===== src/rtl/common.sv =====
// common: shared types and constants for the video memory server.
//   state_t              - access sequencer states
//   PALETTE_BASE_DEFAULT - SRAM byte address of the 64-entry ULA+ palette
package common;

    typedef enum logic [2:0] {
        IDLE,
        VRD0,
        VRD1,
        CRD0,
        CRD1,
        CWR0,
        CWR1,
        CWR2
    } state_t;

    localparam logic [18:0] PALETTE_BASE_DEFAULT = 19'h7FFC0;

endpackage


===== src/rtl/video_mem_server.sv =====
// video_mem_server: arbitrates one asynchronous SRAM between video fetch and CPU.
// Ports:
//   clk28, rst_n                      - 28 MHz clock, async active-low reset
//   screen_page                       - 0: screen in page 5, 1: page 7
//   vid_req, vid_req_is_up,
//   vid_req_addr                      - video read request (screen or palette)
//   vid_ack, vid_data_valid, vid_data - video accept pulse, read-data pulse, byte
//   cpu_req, cpu_wr, cpu_addr,
//   cpu_wdata                         - CPU request, held until cpu_ack
//   cpu_ack, cpu_rdata_valid,
//   cpu_rdata                         - CPU accept pulse, read-data pulse, byte
//   ram_a, ram_dout, ram_din          - SRAM address, write data, read data
//   ram_oe_n, ram_we_n, ram_dout_en   - SRAM enables and data bus drive enable
module video_mem_server
    import common::*;
#(
    parameter logic [18:0] PALETTE_BASE   = PALETTE_BASE_DEFAULT,
    parameter int          CPU_STARVE_MAX = 3
) (
    input  logic        clk28,
    input  logic        rst_n,
    input  logic        screen_page,
    input  logic        vid_req,
    input  logic        vid_req_is_up,
    input  logic [14:0] vid_req_addr,
    output logic        vid_ack,
    output logic        vid_data_valid,
    output logic [7:0]  vid_data,
    input  logic        cpu_req,
    input  logic        cpu_wr,
    input  logic [18:0] cpu_addr,
    input  logic [7:0]  cpu_wdata,
    output logic        cpu_ack,
    output logic        cpu_rdata_valid,
    output logic [7:0]  cpu_rdata,
    output logic [18:0] ram_a,
    output logic [7:0]  ram_dout,
    input  logic [7:0]  ram_din,
    output logic        ram_oe_n,
    output logic        ram_we_n,
    output logic        ram_dout_en
);

    localparam int SW = $clog2(CPU_STARVE_MAX + 2);
    localparam logic [SW-1:0] SMAX = SW'(CPU_STARVE_MAX);

    state_t        state, next_state;
    logic [SW-1:0] starve;
    logic          decision, cpu_win, vid_win;
    logic          unused_addr_bit;

    assign unused_addr_bit = vid_req_addr[14];

    function automatic logic [18:0] vid_addr(input logic up, input logic page, input logic [13:0] a);
        return up ? {PALETTE_BASE[18:6], a[5:0]} : {2'b00, page ? 3'd7 : 3'd5, a};
    endfunction

    // Only the last cycle of each access (or IDLE) may start a new one,
    // which lets grants run back to back with no idle cycle.
    assign decision = state inside {IDLE, VRD1, CRD1, CWR2};
    assign cpu_win  = decision && cpu_req && (!vid_req || starve == SMAX);
    assign vid_win  = decision && vid_req && !cpu_win;

    always_comb begin
        next_state = IDLE;
        case (state)
            VRD0:    next_state = VRD1;
            CRD0:    next_state = CRD1;
            CWR0:    next_state = CWR1;
            CWR1:    next_state = CWR2;
            default: next_state = vid_win ? VRD0 : cpu_win ? (cpu_wr ? CWR0 : CRD0) : IDLE;
        endcase
    end

    always_ff @(posedge clk28 or negedge rst_n) begin
        if (!rst_n) begin
            state  <= IDLE;
            starve <= '0;
        end else begin
            state  <= next_state;
            starve <= (!cpu_req || cpu_win) ? '0 :
                      (vid_win && starve != SMAX) ? starve + 1'b1 : starve;
        end
    end

    // Every SRAM control is registered from next_state so strobes are glitch-free;
    // the async reset drops we_n/dout_en immediately even mid-write.
    always_ff @(posedge clk28 or negedge rst_n) begin
        if (!rst_n) begin
            vid_ack         <= 1'b0;
            cpu_ack         <= 1'b0;
            vid_data_valid  <= 1'b0;
            cpu_rdata_valid <= 1'b0;
            vid_data        <= '0;
            cpu_rdata       <= '0;
            ram_a           <= '0;
            ram_dout        <= '0;
            ram_oe_n        <= 1'b1;
            ram_we_n        <= 1'b1;
            ram_dout_en     <= 1'b0;
        end else begin
            vid_ack         <= vid_win;
            cpu_ack         <= cpu_win;
            ram_oe_n        <= !(next_state inside {VRD0, VRD1, CRD0, CRD1});
            ram_we_n        <= next_state != CWR1;
            ram_dout_en     <= next_state inside {CWR0, CWR1, CWR2};
            vid_data_valid  <= state == VRD1;
            cpu_rdata_valid <= state == CRD1;
            if (vid_win)
                ram_a <= vid_addr(vid_req_is_up, screen_page, vid_req_addr[13:0]);
            else if (cpu_win)
                ram_a <= cpu_addr;
            if (cpu_win && cpu_wr)
                ram_dout <= cpu_wdata;
            if (state == VRD1)
                vid_data <= ram_din;
            if (state == CRD1)
                cpu_rdata <= ram_din;
        end
    end

endmodule


===== config.mk =====
export PLATFORM = sky130hd
export DESIGN_NAME = video_mem_server
export DESIGN_NICKNAME = d
export VERILOG_FILES = /design/src/rtl/common.sv /design/src/rtl/video_mem_server.sv
export SDC_FILE = /design/constraint.sdc
export NUM_CORES = 1
export LEC_CHECK = 0
export ABC_AREA = 1
export BUFFER_PORTS_ARGS = -buffer_cell sky130_fd_sc_hd__buf_2
export CAP_MARGIN = 20
export CORE_ASPECT_RATIO = 1.4
export CORE_MARGIN = 2
export CORE_UTILIZATION = 40
export CTS_CLUSTER_DIAMETER = 200
export CTS_CLUSTER_SIZE = 14
export DETAILED_ROUTE_END_ITERATION = 12
export HOLD_SLACK_MARGIN = 0.1
export PLACE_DENSITY_LB_ADDON = 0.05
export REMOVE_ABC_BUFFERS = 1
export SYNTH_ARGS = -nofsm -noshare
export SYNTH_HDL_FRONTEND = slang
export SYNTH_SLANG_ARGS = --single-unit

===== constraint.sdc =====
create_clock -name clk28 -period 1.6 [get_ports clk28]
set_clock_uncertainty 0.1 [all_clocks]
set_input_delay 0.4 -clock clk28 [delete_from_list [all_inputs] [get_ports clk28]]
set_output_delay 0.4 -clock clk28 [all_outputs]
set_load 0.02 [all_outputs]

==> metrics.md <==
| Metric | Value |
|---|---|
| Commonest non-fill, non-tap cell in the layout | `buf_2` |
| WL final | `6220 um` |
| Ranking of synthesized cells by area | `dfrtp_1 (53%), nand2_1 (11%), nand4_1 (4.4%)` |
| Internal power | `3.82 mW` |
| Maxcap violations | `0` |
| Total CTS buffers | `5` |
| CP Class | `flip-flop to flip-flop` |
| Minimum clock period | `1.64 ns` |
| VDD IR max | `0.000746 V` |
| Dpl ws | `-0.177 ns` |
| Critical Path RT | `1.75 ns` |
| Pwr dens | `1930 nW/um^2` |
| Final setup viols | `17` |
| Register area share after synthesis | `55.1%` |
| R2R Path Start | `starve[0]` |
| Die height | `98.5 um` |
| Type of element launching the critical path | `flip-flop` |
| Root buf cell | `clkbuf_8` |
| Syn Inst Count | `282` |
| Failing checks | `setup timing` |
| Vias in the first global route | `2143` |
| Area Overhead vs Synth | `37.2%` |
| First-pass GRT wire length | `9830 um` |
| Final setup TNS | `-0.380 ns` |
| Core ar. | `6210 sq um` |
| CTS tree | `done` |
| Commonest cells after routing, fill and taps aside | `buf_2 (105), nand2_1 (76), dfrtp_1 (53), nor2_1 (28), inv_1 (27)` |
| Initial drt markers | `109` |
| Max Slew Vio Count | `0` |
| Hold endpoint | `ram_a[2]` |
| Leakage power | `1.91 nW` |
| H-tree levels | `2` |
| Flop pwr share | `35.9%` |
| GR Util All Layers | `17.5%` |
| HP Class | `input pin to flip-flop` |
| Worst skew pair latency | `0.31 ns` |
| #FFs+latches synth | `56` |
| Clock slew at the register clock pins of the worst setup and hold paths | `0.10 ns` |
| Die area | `7040 sq um` |
| Slew @ Worst Pin | `0.306 ns` |
| Core Util, Final | `56.3%` |
| Worst Setup End Kind | `flip-flop` |
| Initial Utilization | `41.1%` |
| Num rows | `34` |
| Synth unique cells | `26` |
| Clk pwr share | `11.8%` |
| GP Congestion | `0.756` |
| Width of the die | `71.5 um` |
| Number of buffers added on ports | `105` |
| Hold Vio Cnt, Final | `0` |
| Hold path depth | `3` |
| Io pins | `107` |
| FF-to-FF End | `ram_a[15]` |
| Share of cells above drive strength 1 | `41.7%` |
| Net count, final | `466` |
| Synthesized area | `2550 sq um` |
| Reg2Reg Setup Slack | `-0.04 ns` |
| Total power | `6.76 mW` |
| Dpl hpwl | `3920 um` |
| Fmax achieved | `611 MHz` |
| Largest area contributor in the netlist | `dfrtp_1` |
| P_sw | `2.93 mW` |
| CP max FO | `7` |
| DR vias/cell | `4.74` |
| Hold Startpoint | `cpu_addr[2]` |
| Path depth of the worst reg2reg path | `9` |
| Clk sinks | `56` |
| Synth top area share | `53.0%` |
| Mapped Avg Cell Area | `9.04 sq um` |
| Vias post-DR | `2275` |
| Initial antenna violation count | `0` |
| Drt pass-1 iters | `4` |
| Max Buffers Root-to-Sink | `2` |
| Yosys warns | `0` |
| Post-DRT Antenna Nets | `0` |
| Total global routing overflow | `0` |
| Slew headroom | `79.6%` |
| Post-route clock period utilization | `102%` |
| Comb pwr share | `52.3%` |
| Drt wl/cell | `12.9 um` |
| Drt drc | `0` |
| N_diodes | `0` |
| Status | `finished with violations` |
| Worst EP arrival | `1.79 ns` |
| Min setup slack post-route | `-0.0373 ns` |
| Sw Share | `43.4%` |
| Largest net degree at the start of global routing | `57` |
| RSZ-0062 raised after global routing | `yes` |
[cells by family (layout without fill, tap and decap cells)]
family	count (synthesis)	after routing	synth area share (%)
AND/OR/NAND/NOR	148	150	26.9
flip-flops	56	56	55.1
buffers and inverters	43	167	8.54
AO/OA/AOI/OAI	33	33	8.49
adder cells (fa/ha/maj)	2	2	0.981
[synth_stat cells]
master / n
nand2_1: 78
dfrtp_1: 54
nor2_1: 28
inv_1: 27
nand4_1: 18
o21ai_0: 18
nand3_1: 11
o21ai_2: 7
buf_6: 5
nor2_2: 5
o21ai_1: 5
buf_4: 4
clkbuf_1: 3
dfstp_2: 2
ha_1: 2
inv_2: 2
nand3_2: 2
nand3_4: 2
o21ai_4: 2
buf_2: 1
inv_4: 1
nand2_2: 1
nand2_4: 1
nor2_4: 1
o21bai_1: 1
or2_2: 1
[critical path, cell delays in order (launching register included)]
cell and delay, ns:
dfrtp_1 0.40, ha_2 0.20, ha_4 0.17, nor2_4 0.09, nor2_4 0.05, o21ai_4 0.17, buf_4 0.15, clkbuf_16 0.14
nand2_1 0.05, nand2_1 0.06
[metal layers]
metal  global-route usage [%]  up-vias  part of all wire, %
met2                     29.6       75                   51
met1                     21.7     1041                   42
met5                        0        -                    0
li1                         -     1151                    -
met4                     6.24        0                  1.8
met3                     4.19        8                  5.8
[sequential cells by signal (all words and copies together), names as in the netlist, 3 cells and up]
name,count
cpu_rdata,8
ram_a,19
ram_dout,8
starve,3
state,3
vid_data,8
[how the worst max path moves through the flow]
stage	from	slack, ns	depth (start not counted)	endpoint
floorplan	starve[0]	-0.28	8	ram_a[14]
global placement	starve[0]	-0.14	9	ram_a[16]
detailed placement	starve[0]	-0.18	9	ram_a[16]
CTS	starve[0]	-0.10	9	ram_a[1]
global route	starve[0]	-0.11	9	ram_a[16]
finish	starve[0]	-0.04	9	ram_a[15]
[per-stage QoR]
step / std cells / hold slack, ns / area (sq um)
after global placement: 459 / 0.328 / 3210
after detailed placement: 459 / 0.324 / 3210
after floorplan: 269 / 0.00441 / 2450
after global routing: 480 / 0.193 / 3500
final: 480 / 0.194 / 3500
after CTS: 471 / 0.186 / 3410
[power by group through the flow]
stage | registers [mW] | logic, mW | clock network, mW
2_1_floorplan | 3.19 | 1.19 | 0
3_3_place_gp | 2.43 | 3.11 | 0
3_5_place_dp | 2.44 | 3.14 | 0
4_1_cts | 2.43 | 3.37 | 0.838
5_1_grt | 2.50 | 3.87 | 0.892
6_report | 2.43 | 3.53 | 0.799
[cell type report]
cell class	count	area, sq um
clock buffer	8	90.1
fill	606	2710
inverter	30	115
multi-input combinational	185	992
sequential	56	1410
tap	72	90.1
timing repair buffer	129	806
[timing repair]
item                                    in CTS  in global routing
pin swaps                                    2                  9
hold buffers                                 1                  0
endpoints found under the hold margin       54                  0
resized for setup                            9                  3
gates cloned                                 2                  3
endpoints found under the setup margin      36                 32
setup buffers                                1                  7
Note: power is estimated with default switching activity, not from simulation.
